File: config.mk
export PLATFORM = sky130hd
export DESIGN_NAME = fixed_multiplier_seq
export DESIGN_NICKNAME = d
export VERILOG_FILES = /design/src/rtl/fixed_pkg.sv /design/src/rtl/fixed_multiplier_seq.sv
export SDC_FILE = /design/constraint.sdc
export NUM_CORES = 1
export LEC_CHECK = 0
export ABC_AREA = 1
export CORE_ASPECT_RATIO = 0.9
export CORE_UTILIZATION = 35
export CTS_CLUSTER_DIAMETER = 120
export CTS_CLUSTER_SIZE = 24
export DETAILED_ROUTE_END_ITERATION = 10
export GPL_ROUTABILITY_DRIVEN = 0
export GPL_TIMING_DRIVEN = 0
export PLACE_DENSITY_LB_ADDON = 0.08
export SLEW_MARGIN = 20
export SYNTH_ARGS = -nofsm -noshare
export SYNTH_HDL_FRONTEND = slang
export SYNTH_SLANG_ARGS = --single-unit
File: constraint.sdc
create_clock -name clk_i -period 4.5 [get_ports clk_i]
set_clock_uncertainty 0.15 [all_clocks]
set_input_delay 0.45 -clock clk_i [delete_from_list [all_inputs] [get_ports clk_i]]
set_output_delay 0.45 -clock clk_i [all_outputs]
set_load 0.01 [all_outputs]
File: src/rtl/fixed_pkg.sv
// Shared Qm.n definitions for the perceptron fixed-point datapath: default
// format, derived width, multiplier FSM states and range limits.
package fixed_pkg;

    localparam int Q_M_DEF = 17;
    localparam int Q_N_DEF = 16;
    localparam int W_DEF   = Q_M_DEF + Q_N_DEF;

    typedef enum logic [1:0] {
        IDLE   = 2'd0,
        BUSY   = 2'd1,
        FINISH = 2'd2,
        DONE   = 2'd3
    } mul_state_t;

    // Largest positive / most negative raw value of the default Qm.n format.
    localparam logic [W_DEF-1:0] QMAX_DEF = {1'b0, {(W_DEF-1){1'b1}}};
    localparam logic [W_DEF-1:0] QMIN_DEF = {1'b1, {(W_DEF-1){1'b0}}};

endpackage

File: src/rtl/fixed_multiplier_seq.sv
// Sequential signed Qm.n shift-add multiplier, one multiplier bit per cycle.
// Define FIXED_MUL_SATURATE_EN to clamp overflowing products instead of wrapping.
module fixed_multiplier_seq
    import fixed_pkg::*;
#(
    parameter int q_m = Q_M_DEF,
    parameter int q_n = Q_N_DEF
) (
    input  logic                 clk_i,
    input  logic                 rst_ni,
    input  logic [q_m+q_n-1:0]   a_in,
    input  logic [q_m+q_n-1:0]   b_in,
    input  logic                 valid_in,
    output logic                 ready_out,
    output logic [q_m+q_n-1:0]   y_out,
    output logic                 overflow_out,
    output logic                 valid_out,
    input  logic                 ready_in
);

    localparam int W    = q_m + q_n;
    localparam int CW   = $clog2(W);
    localparam int AW   = 2 * W;

    localparam logic [W-1:0]  Y_MAX   = {1'b0, {(W-1){1'b1}}};
    localparam logic [W-1:0]  Y_MIN   = {1'b1, {(W-1){1'b0}}};
    localparam logic [AW-1:0] LIM_POS = {{(W+1){1'b0}}, {(W-1){1'b1}}};
    localparam logic [AW-1:0] LIM_NEG = {{(W){1'b0}}, 1'b1, {(W-1){1'b0}}};

    mul_state_t      state_q, state_d;
    logic [W-1:0]    a_mag_q, a_mag_d;
    logic [W-1:0]    b_mag_q, b_mag_d;
    logic            sign_q, sign_d;
    logic [AW-1:0]   acc_q, acc_d;
    logic [CW-1:0]   cnt_q, cnt_d;
    logic [W-1:0]    y_q, y_d;
    logic            ovf_q, ovf_d;

    logic [AW-1:0]   mag;
    logic [W-1:0]    wrap_val;
    logic            ovf_now;

    always_ff @(posedge clk_i) begin
        if (!rst_ni) begin
            state_q <= IDLE;
            a_mag_q <= '0;
            b_mag_q <= '0;
            sign_q  <= 1'b0;
            acc_q   <= '0;
            cnt_q   <= '0;
            y_q     <= '0;
            ovf_q   <= 1'b0;
        end else begin
            state_q <= state_d;
            a_mag_q <= a_mag_d;
            b_mag_q <= b_mag_d;
            sign_q  <= sign_d;
            acc_q   <= acc_d;
            cnt_q   <= cnt_d;
            y_q     <= y_d;
            ovf_q   <= ovf_d;
        end
    end

    // Magnitude of the scaled product truncates, so applying the sign
    // afterwards rounds toward zero; -0 collapses to 0 in two's complement.
    always_comb begin
        mag      = acc_q >> q_n;
        wrap_val = sign_q ? (~mag[W-1:0] + 1'b1) : mag[W-1:0];
        ovf_now  = sign_q ? (mag > LIM_NEG) : (mag > LIM_POS);
    end

    always_comb begin
        state_d = state_q;
        a_mag_d = a_mag_q;
        b_mag_d = b_mag_q;
        sign_d  = sign_q;
        acc_d   = acc_q;
        cnt_d   = cnt_q;
        y_d     = y_q;
        ovf_d   = ovf_q;

        unique case (state_q)
            IDLE: begin
                if (valid_in) begin
                    a_mag_d = a_in[W-1] ? (~a_in + 1'b1) : a_in;
                    b_mag_d = b_in[W-1] ? (~b_in + 1'b1) : b_in;
                    sign_d  = a_in[W-1] ^ b_in[W-1];
                    acc_d   = '0;
                    cnt_d   = '0;
                    state_d = BUSY;
                end
            end
            BUSY: begin
                if (b_mag_q[cnt_q])
                    acc_d = acc_q + ({{W{1'b0}}, a_mag_q} << cnt_q);
                cnt_d = cnt_q + 1'b1;
                if (cnt_q == CW'(W - 1))
                    state_d = FINISH;
            end
            FINISH: begin
                ovf_d = ovf_now;
`ifdef FIXED_MUL_SATURATE_EN
                if (ovf_now)
                    y_d = sign_q ? Y_MIN : Y_MAX;
                else
                    y_d = wrap_val;
`else
                y_d = wrap_val;
`endif
                state_d = DONE;
            end
            DONE: begin
                if (ready_in)
                    state_d = IDLE;
            end
            default: state_d = IDLE;
        endcase
    end

    assign ready_out    = (state_q == IDLE) && rst_ni;
    assign valid_out    = (state_q == DONE);
    assign y_out        = y_q;
    assign overflow_out = ovf_q;

endmodule

==> results of run 1 <==
cells in the mapped netlist, types with 3 or more instances:
cell	instances	area, um2
nand2_1	733	2750
nor2_1	392	1470
inv_1	305	1140
a21oi_1	257	1290
o21ai_0	222	1110
nand3_1	183	916
dfxtp_1	175	3500
xor2_1	75	657
ha_1	74	926
clkbuf_1	71	267
nor3_1	43	215
o211ai_1	31	233
o21ai_1	29	145
nand4_1	27	169
o221ai_1	27	236
xnor2_1	19	166
a31oi_1	16	100
o22ai_1	16	100
nand3b_1	14	105
buf_4	13	97.6
nor4_1	13	81.3
buf_1	12	45.0
o21a_1	12	90.1
or2_2	11	68.8
buf_6	10	113
o21bai_1	10	75.1
buf_2	9	45.0
inv_2	5	18.8
o31ai_1	5	37.5
a22oi_1	4	30.0
a21o_1	3	22.5
worst paths after layout:
| path | slack [ns] | start | cells after the start | end |
|---|---|---|---|---|
| worst max register to register | 0.06 | cnt_q[0] | 22 | acc_q[60] |
| worst min-delay path | 0.32 | b_mag_q[0] | 2 | b_mag_q[0] |
| worst max-delay path | 0.06 | cnt_q[0] | 22 | acc_q[60] |
| worst min register to register | 0.32 | b_mag_q[0] | 2 | b_mag_q[0] |
repair_timing:
| action | 4_1_cts | 5_1_grt |
|---|---|---|
| pin swaps | 0 | 21 |
| setup endpoints to repair | 42 | 47 |
| gates resized for setup | 25 | 242 |
| endpoints found under the hold margin | 0 | 0 |
| buffers inserted | 0 | 10 |
report_power, final:
| group | internal [uW] | total (uW) | switching [uW] |
|---|---|---|---|
| registers | 1860 | 2090 | 230 |
| logic | 1420 | 4190 | 2770 |
| clock network | 752 | 1580 | 829 |
worst register-to-register path, cell delays in order (launching register included):
cell and delay (ns):
dfxtp_2 0.36, buf_6 0.15, inv_4 0.07, buf_4 0.20, buf_4 0.20, nand2_1 0.09
a21oi_1 0.07, a31oi_1 0.25, nand2_1 0.17, nand2_2 0.14, nor3_1 0.08, ha_1 0.39
nand2_1 0.19, o21ai_0 0.59, a21oi_1 0.18, nand2_1 0.26, nand2_1 0.10, nand2_1 0.23
nand2_2 0.16, nand2_1 0.10, nand2_1 0.05, nand3_1 0.06, a21oi_1 0.06
layout by cell type (no fill, tap or decap), types with 14 or more instances in the layout:
cell             synthesis  final
clkdlybuf4s50_1          0    103
nand2_1                733    711
a21oi_1                257    230
nor3_1                  43     40
o21ai_2                  2     24
nand2_2                  1     20
buf_4                   13     25
nand3_1                183    170
nor2_2                   2     37
nor2_1                 392    354
o21ai_0                222    184
nand4_1                 27     27
clkbuf_1                71     64
a21oi_2                  0     27
nand3b_1                14     14
xor2_1                  75     74
o211ai_1                31     31
dfxtp_1                175    174
inv_1                  305    304
ha_1                    74     51
o21ai_1                 29     45
o221ai_1                27     20
clkbuf_16                0     17
xnor2_1                 19     19
stage by stage:
step	instance area (um2)	TNS (ns)
6_report	19800	0
5_1_grt	19800	-0.364
4_1_cts	18900	-0.0169
3_5_place_dp	18200	-8.33
3_3_place_gp	18200	-7.98
2_1_floorplan	16400	0
area by class of cell:
class                           instances  area (um2)
Clock inverter                         15         175
Inverter                              313        1180
Multi-Input combinational cell       2239       12000
Fill cell                            4993       26000
Tap cell                              608         761
Timing Repair Buffer                  113        1110
Antenna cell                            2        5.00
Buffer                                114         591
Sequential cell                       175        3500
Clock buffer                           17         425
registers in the layout (all words and copies together), names as in the netlist:
name	flops
acc_q	66
a_mag_q	33
b_mag_q	33
y_out	33
cnt_q	6
state_q	2
overflow_out	1
sign_q	1
per-layer routing:
| metal | routed length [um] | GRT usage |
|---|---|---|
| met5 | 89 | 0.0131 |
| met3 | 7510 | 0.0695 |
| met2 | 27800 | 0.405 |
| met4 | 2200 | 0.0984 |
| met1 | 33500 | 0.434 |
cells by family (layout without fill, tap and decap cells):
group,Yosys count,after routing
xor+xnor,94,94
flops,175,175
fa+ha+maj,75,75
compound gates,639,639
simple gates,1429,1429
mux,2,2
buf+inv,428,572
other cells,0,2
==> results.md, run 1 <==
- Status: completed
- Post-synthesis cell count: 2842
- Ys async rst share: 0
- Slew margin rel.: 0.386
- DIE HEIGHT: 208 um
- DRC: 0
- Via count: 20000
- Fin crit period: 4.44 ns
- Initial Util: 0.358
- Critical Path AT: 4.65 ns
- Synth-to-layout area growth: 20.4%
- Initial antenna violation count: 0
- Final setup violation count: 0
- Final Net Count: 3118
- Max-cap violations: 0
- Wire length per cell: 19.8 um
- Most frequent CP cell: nand2_1
- CTS Buf Count: 17
- Critical path's top delay family: simple AND/OR/NAND/NOR gates
- GRT Total Usage: 0.293
- Largest family of logic cells by synthesized area: simple AND/OR/NAND/NOR gates
- I/O pin total: 106
- #FFs+latches synth: 175
- Dpl cells: 3553
- Post-DP HPWL: 58.3 mm
- CP Cell Sequence: buf_6 -> inv_4 -> buf_4 -> buf_4 -> nand2_1 -> a21oi_1 -> a31oi_1 -> nand2_1 -> nand2_2 -> nor3_1 -> ha_1 -> nand2_1 -> o21ai_0 -> a21oi_1 -> nand2_1 -> nand2_1 -> nand2_1 -> nand2_2 -> nand2_1 -> nand2_1 -> nand3_1 -> a21oi_1
- Synth Area in Adders: 0.0576
- Simple-gate share of the synthesized area: 0.357
- Die X: 230 um
- Clock Path Buffers: 2
- CTS Sinks: 175
- Clk_lat worst skew: 0.52 ns
- Period Utilization, post-route: 0.986
- Core area: 45800 um2
- Syn Area/Cell: 5.78 um2
- Yosys Warn Count: 0
- Layout cells sized above 1: 0.0985
- Post-synthesis compound-gate area fraction: 0.215
- Synth Area in XOR/XNOR: 0.0501
- RSZ-0062 raised after global routing: yes
- DRT iter0 DRCs: 2043
- Register area share after synthesis: 0.213
- Post-synthesis mux area share: 0.00122
- Critical Path Slowest Stage Cell: o21ai_0
- Routed WL: 71.1 mm
- CTS Hold Bufs: 0
- Hold Slack: 0.320 ns
- Worst-Margin Slew: 0.920 ns
- Row count: 74
- Post-synth top flop: dfxtp_1
- Htree depth: 4
- Gr ovfl total: 0
- Critical Path RT: 4.72 ns
- Die ar.: 47800 um2
- Port Buffers: 103
- Vias in the first global route: 18200
- DP Worst Slack: -0.519 ns
- Final Hold Fails: 0
- Clk slew on worst S/H paths: 0.08 ns
- Mapped Nets: 2987
- Slew Viols, Final: 0
- Power density over the cells: 397 nW/um2
- Post-synth EDFFs: 0
- Final worst setup slack: 0.0650 ns
- TritonCTS clock tree: done
- Highest clock rate: 225 MHz
- Power consumption: 7850 uW
- Largest net degree at the start of global routing: 21
- Root buffer cell: clkbuf_16
- Setup crit end kind: register
- Layout Cells excl Fill: 3596
- TritonRoute pass-1 iters: 8
- Netlist cell types: 50
- DRT antenna net count: 0
- Hold Crit Class: reg2reg
- First-pass GRT wire length: 107 mm
- Critical path buffers and inverters: 4
- Final Util: 0.432
- Worst vdd ir: 0.000267 V
- WS Path Type: reg2reg
- Mapped Area: 16400 um2
- Drt via density: 5.57
- CP peak stage delay: 0.59 ns
- CP max FO: 10
- Leak Pwr: 0.00848 uW
- Setup crit start kind: register
Power figures use the tool's default switching activity.
==> run 2: changes to the inputs <==
- PLACE_DENSITY_LB_ADDON: 0.08 -> 0.25
==> run 2 against run 1 <==
Net effect: routed wire length fell by 5.5%; sequential power barely moved; combinational power fell by 4%; cell count barely moved; sequential share of layout area rose by 0.38 points; register-to-register slack barely moved; die area did not move.
==> results.md, run 2 (same netlist as run 1, synthesis figures left out) <==
- DRC: 0 (unchanged)
- Slew margin rel.: 0.409 (was 0.386)
- Critical Path Slowest Stage Cell: ha_1 (was o21ai_0)
- CP max FO: 10 (unchanged)
- CP Cell Sequence: buf_6 -> buf_6 -> buf_6 -> mux2i_1 -> nor2_2 -> o21ai_2 -> nand2_1 -> o21ai_1 -> inv_1 -> o21ai_1 -> o22ai_1 -> ha_1 -> nand2_1 -> nor2_1 -> nand2_1 -> nor2_1 -> and3_1 -> nand2_1 -> nand2_1 -> nand2_1 -> nand3_1 -> a21oi_1 (was buf_6 -> inv_4 -> buf_4 -> buf_4 -> nand2_1 -> a21oi_1 -> a31oi_1 -> nand2_1 -> nand2_2 -> nor3_1 -> ha_1 -> nand2_1 -> o21ai_0 -> a21oi_1 -> nand2_1 -> nand2_1 -> nand2_1 -> nand2_2 -> nand2_1 -> nand2_1 -> nand3_1 -> a21oi_1)
- DRT antenna net count: 0 (unchanged)
- Drt via density: 5.59 (was 5.57)
- Fin crit period: 4.45 ns (was 4.44 ns)
- Final Util: 0.423 (was 0.432)
- Die X: 230 um (unchanged)
- I/O pin total: 106 (unchanged)
- TritonCTS clock tree: done (unchanged)
- DRT iter0 DRCs: 2609 (was 2043)
- R2R Path Start: cnt_q[0] (unchanged)
- Max reg flops: 66 (unchanged)
- Post-DP HPWL: 54.6 mm (was 58.3 mm)
- Most flop-heavy register: acc_q (unchanged)
- Routed WL: 67.2 mm (was 71.1 mm)
- Worst vdd ir: 0.000371 V (was 0.000267 V)
- RSZ-0062 raised after global routing: yes (unchanged)
- WS Path Type: reg2reg (unchanged)
- Htree depth: 4 (unchanged)
- Critical path buffers and inverters: 4 (unchanged)
- CP peak stage delay: 0.51 ns (was 0.59 ns)
- Period Utilization, post-route: 0.989 (was 0.986)
- Most frequent cells in the layout: nand2_1, nor2_1, inv_1 (unchanged)
- Gr ovfl total: 0 (unchanged)
- Die ar.: 47800 um2 (unchanged)
- Fillcell total: 4941 (was 4993)
- Final Hold Fails: 0 (unchanged)
- Vias in the first global route: 18400 (was 18200)
- Hold Crit Class: reg2reg (unchanged)
- Status: completed (unchanged)
- Most frequent CP cell: nand2_1 (unchanged)
- Row count: 74 (unchanged)
- Final Net Count: 3117 (was 3118)
- Leak Pwr: 0.00843 uW (was 0.00848 uW)
- Largest net degree at the start of global routing: 19 (was 21)
- Core area: 45800 um2 (unchanged)
- Final worst setup slack: 0.0513 ns (was 0.0650 ns)
- Synth-to-layout area growth: 17.9% (was 20.4%)
- Worst-Margin Slew: 0.886 ns (was 0.920 ns)
- Setup crit start kind: register (unchanged)
- CTS Buf Count: 17 (unchanged)
- Layout Cells excl Fill: 3593 (was 3596)
- Port Buffers: 103 (unchanged)
- Wire length per cell: 18.7 um (was 19.8 um)
- Critical path's top delay family: simple AND/OR/NAND/NOR gates (unchanged)
- Clk_lat worst skew: 0.50 ns (was 0.52 ns)
- Critical Path RT: 4.70 ns (was 4.72 ns)
- Critical Path AT: 4.64 ns (was 4.65 ns)
- Most common cell after layout, fill and taps aside: nand2_1 (unchanged)
- CP startpoint: cnt_q[0] (unchanged)
- Power density over the cells: 398 nW/um2 (was 397 nW/um2)
- CTS Sinks: 175 (unchanged)
- First-pass GRT wire length: 102 mm (was 107 mm)
- Setup crit end kind: register (unchanged)
- DIE HEIGHT: 208 um (unchanged)
- Hold path start: b_mag_q[0] (unchanged)
- Clk slew on worst S/H paths: 0.08 ns (about the same)
- TritonRoute pass-1 iters: 9 (was 8)
- Slew Viols, Final: 0 (unchanged)
- Diodes inserted: 0 (was 2)
- Initial Util: 0.358 (unchanged)
- Clock Path Buffers: 2 (unchanged)
- DP Worst Slack: -0.300 ns (was -0.519 ns)
- Highest clock rate: 225 MHz (about the same)
- Max-cap violations: 0 (unchanged)
- Dpl cells: 3553 (unchanged)
- GRT Total Usage: 0.274 (was 0.293)
- Via count: 20100 (was 20000)
- Layout cells sized above 1: 0.0667 (was 0.0985)
- Final setup violation count: 0 (unchanged)
- Initial antenna violation count: 0 (unchanged)
- Root buffer cell: clkbuf_16 (unchanged)
run 2: changes by cell type in the layout (fill, tap and decap cells not counted), sizes merged:
cell      before  now
buf           50   49
bufinv         0    1
clkbuf        91   92
clkinv         7    4
clkinvlp       1    3
diode          2    0
inv          320  319
run 2: report_power, final:
group          switching [uW]  total, uW  internal (uW)
Clock                     783       1580            794
Sequential                236       2090           1860
Combinational            2660       4030           1370
Total                    3680       7700           4020
run 2: worst paths after layout:
| path | slack, ns | cells after the start | end |
|---|---|---|---|
| max | 0.05 | 22 | acc_q[65] |
| min | 0.32 | 2 | b_mag_q[0] |
| max reg2reg | 0.05 | 22 | acc_q[65] |
| min reg2reg | 0.32 | 2 | b_mag_q[0] |
run 2: cell type report:
type | count | area (um2) | share of cell area
timing repair buffer | 112 | 1100 | 0.0567
tap | 608 | 761 | 0.0393
buffer | 114 | 586 | 0.0302
sequential | 175 | 3500 | 0.181
clock buffer | 18 | 429 | 0.0222
inverter | 313 | 1180 | 0.0608
clock inverter | 14 | 170 | 0.00878
multi-input combinational | 2239 | 11600 | 0.601
run 2: layer usage:
metal  track usage  wire length, um  vias up
met5             0                0        -
met4         0.106             2440        0
met3        0.0842             7920      159
met2         0.395            27100     1052
met1         0.378            29700     9252
li1              -                -     9637
run 2: repair_timing:
action / 4_1_cts / 5_1_grt
pin swaps: 0 / 16
setup buffers: 0 / 9
endpoints found under the setup margin: 27 / 47
hold buffers: 0 / 0
gates resized for setup: 11 / 145
run 2: worst min-delay path, delay by kind of cell, from the launching register on:
kind | cells | cell delay (ns)
buffers and inverters | 1 | 0.06
flip-flops | 1 | 0.30
AO/OA/AOI/OAI | 1 | 0.06
run 2: through the flow:
| stage | area, um2 | total power [uW] | TNS (ns) | hold slack [ns] |
|---|---|---|---|---|
| after floorplan | 16400 | 4550 | 0 | 0.280 |
| after global placement | 18200 | 5840 | -1.20 | 0.295 |
| after detailed placement | 18200 | 5870 | -2.19 | 0.301 |
| after CTS | 18900 | 7470 | 0 | 0.309 |
| after global routing | 19400 | 8170 | -0.339 | 0.345 |
| final | 19400 | 7700 | 0 | 0.315 |
==> variant (settings of run 2) <==
The 4 states of `mul_state_t` get a one-hot encoding in 4 bits.
--- a/src/rtl/fixed_pkg.sv
+++ b/src/rtl/fixed_pkg.sv
@@ -8,7 +8,7 @@
 
-    typedef enum logic [1:0] {
-        IDLE   = 2'd0,
-        BUSY   = 2'd1,
-        FINISH = 2'd2,
-        DONE   = 2'd3
+    typedef enum logic [3:0] {
+        IDLE   = 4'b0001,
+        BUSY   = 4'b0010,
+        FINISH = 4'b0100,
+        DONE   = 4'b1000
     } mul_state_t;
Formal check against the unedited RTL: no difference found for any inputs over 10 cycles, from zero or initial values and one cycle with rst_ni low; not proved beyond that.
==> variant against run 2 <==
Sequential cell count grew 2; utilization shrank 1.0 points; synthesized area grew 3.7%; routed wire length grew 8.4%; setup slack lost 0.0096 ns; non-clock buffer count shrank 1; final area grew 2.1%; critical path type unchanged; largest cell class unchanged; highest routed layer is now met5.
Power is not compared: it rests on default switching activity, and its combinational part moved more than twofold at a synthesized area within 25%.
==> variant: results (changes against run 2) <==
| Metric | Value |
|---|---|
| Number of global-route vias before repair | `18.40k (was 18.42k)` |
| Setup slack on the worst flop-to-flop path | `0.04 ns` |
| Fraction of layout cells with a size suffix above 1 | `0.05647 (was 0.06667)` |
| Clock tree buffer depth | `2 (unchanged)` |
| Least-Margin Pin Slew | `1.048 ns (was 0.8861 ns)` |
| Via-per-instance ratio | `5.448 (was 5.594)` |
| Critical Path Max Stage Delay | `0.48 ns (was 0.51 ns)` |
| Yosys cell types | `51 (was 50)` |
| Sequential Area | `3546 sq um (was 3503 sq um)` |
| Top post-synthesis cells by area | `dfxtp_1 (21%), nand2_1 (18%), inv_1 (8.4%) (was dfxtp_1 (21%), nand2_1 (17%), nor2_1 (9.0%))` |
| Layout Nets | `3280 (was 3117)` |
| Pin count of the biggest net entering global routing | `21 (was 19)` |
| Synth cell count leaders | `nand2_1 (818), inv_1 (382), nor2_1 (373), a21oi_1 (235), nand3_1 (227) (was nand2_1 (733), nor2_1 (392), inv_1 (305), a21oi_1 (257), o21ai_0 (222))` |
| Fillers | `5413 (was 4941)` |
| Sequential share of the synthesized area | `0.2080 (was 0.2133)` |
| DP HPWL | `59.76 mm (was 54.61 mm)` |
| Async SR Flop Fraction | `0 (unchanged)` |
| Antenna violations before repair | `1 (was 0)` |
| Overall routing resource usage | `0.2950 (was 0.2743)` |
| First-pass DRT Iterations | `8 (was 9)` |
| Max IR drop VDD | `0.2871 mV` |
| Post-synth EDFFs | `0 (unchanged)` |
| First-pass GRT wire length | `109.6 mm (was 101.9 mm)` |
| Placed cell areas | `18860 sq um (was 18220 sq um)` |
| Reg clk slew, reported paths | `0.08 ns (about the same)` |
| Critical Path AT | `4.65 ns (was 4.64 ns)` |
| Total CTS buffers | `17 (unchanged)` |
| IO Port Bufs | `104 (was 103)` |
| Drt wl/cell | `19.29 um (was 18.70 um)` |
| Syn_nets | `3150 (was 2987)` |
| Fin Hold WS | `0.3158 ns (was 0.3152 ns)` |
| Outcome | `finished, final reports clean (unchanged)` |
-- variant: cell count changes in the layout (fill, tap and decap cells not counted), moves of 20 or more --
cell and delta:
o21ai_1 +39, o21bai_1 +20, o21ai_0 -35, inv_1 +78, nand2_1 +98, xor2_1 -26, nand3_1 +50
-- variant: per-layer routing --
| layer | share of wire | global-route usage | routed length, um |
|---|---|---|---|
| met2 | 0.40 | 0.4191 | 29040 |
| met4 | 0.032 | 0.09922 | 2322 |
| met3 | 0.12 | 0.08005 | 8605 |
| met1 | 0.45 | 0.4226 | 32860 |
| met5 | 0.00018 | 0 | 13 |
-- variant: area by class of cell --
cell class                 count  share of cell area
buffer                       113             0.02835
clock buffer                  17             0.02152
clock inverter                15             0.01038
inverter                     399             0.07601
multi-input combinational   2319              0.5892
sequential                   177              0.1794
tap                          624             0.03949
timing repair buffer         112             0.05569
-- variant: cells by family after synthesis --
logic type               after synthesis  synth area share
AO/OA/AOI/OAI                        625            0.2042
XOR/XNOR                              74           0.03805
buffers and inverters                513            0.1199
flip-flops                           177            0.2080
adder cells (fa/ha/maj)               71           0.05259
multiplexers                           1         0.0005877
AND/OR/NAND/NOR                     1548            0.3766
-- variant: power groups by stage --
stage	Sequential, W	Combinational, W	Clock, W
finish	0.00176	0.00141	0.00164
global route	0.00177	0.00155	0.00170
detailed placement	0.00179	0.00134	0
CTS	0.00175	0.00135	0.00166
global placement	0.00179	0.00135	0
floorplan	0.00175	0.000890	0
-- variant: worst min-delay path: cells and delay by family (launching register included) --
kind / cells / cell delay [ns]
flops: 1 / 0.31
simple gates: 1 / 0.06
compound gates: 1 / 0.06
-- variant: final timing paths --
path,from,to,cells past startpoint
max,cnt_q[0],acc_q[65],21
max reg2reg,cnt_q[0],acc_q[65],21
min,b_mag_q[32],b_mag_q[32],2
min reg2reg,b_mag_q[32],b_mag_q[32],2
-- variant: what timing repair did --
| item | CTS | global route |
|---|---|---|
| pin swaps | 2 | 7 |
| gates resized for setup | 10 | 58 |
| buffers inserted | 2 | 6 |
| endpoints found under the setup margin | 12 | 47 |
-- variant: through the flow --
step | total power (W) | cells | setup slack, ns
final | 0.004811 | 3776 | 0.04163
after global routing | 0.005017 | 3776 | -0.06662
after CTS | 0.004772 | 3771 | 0.003958
after detailed placement | 0.003133 | 3737 | -0.1596
after global placement | 0.003134 | 3737 | -0.1971
after floorplan | 0.002645 | 3009 | 1.320
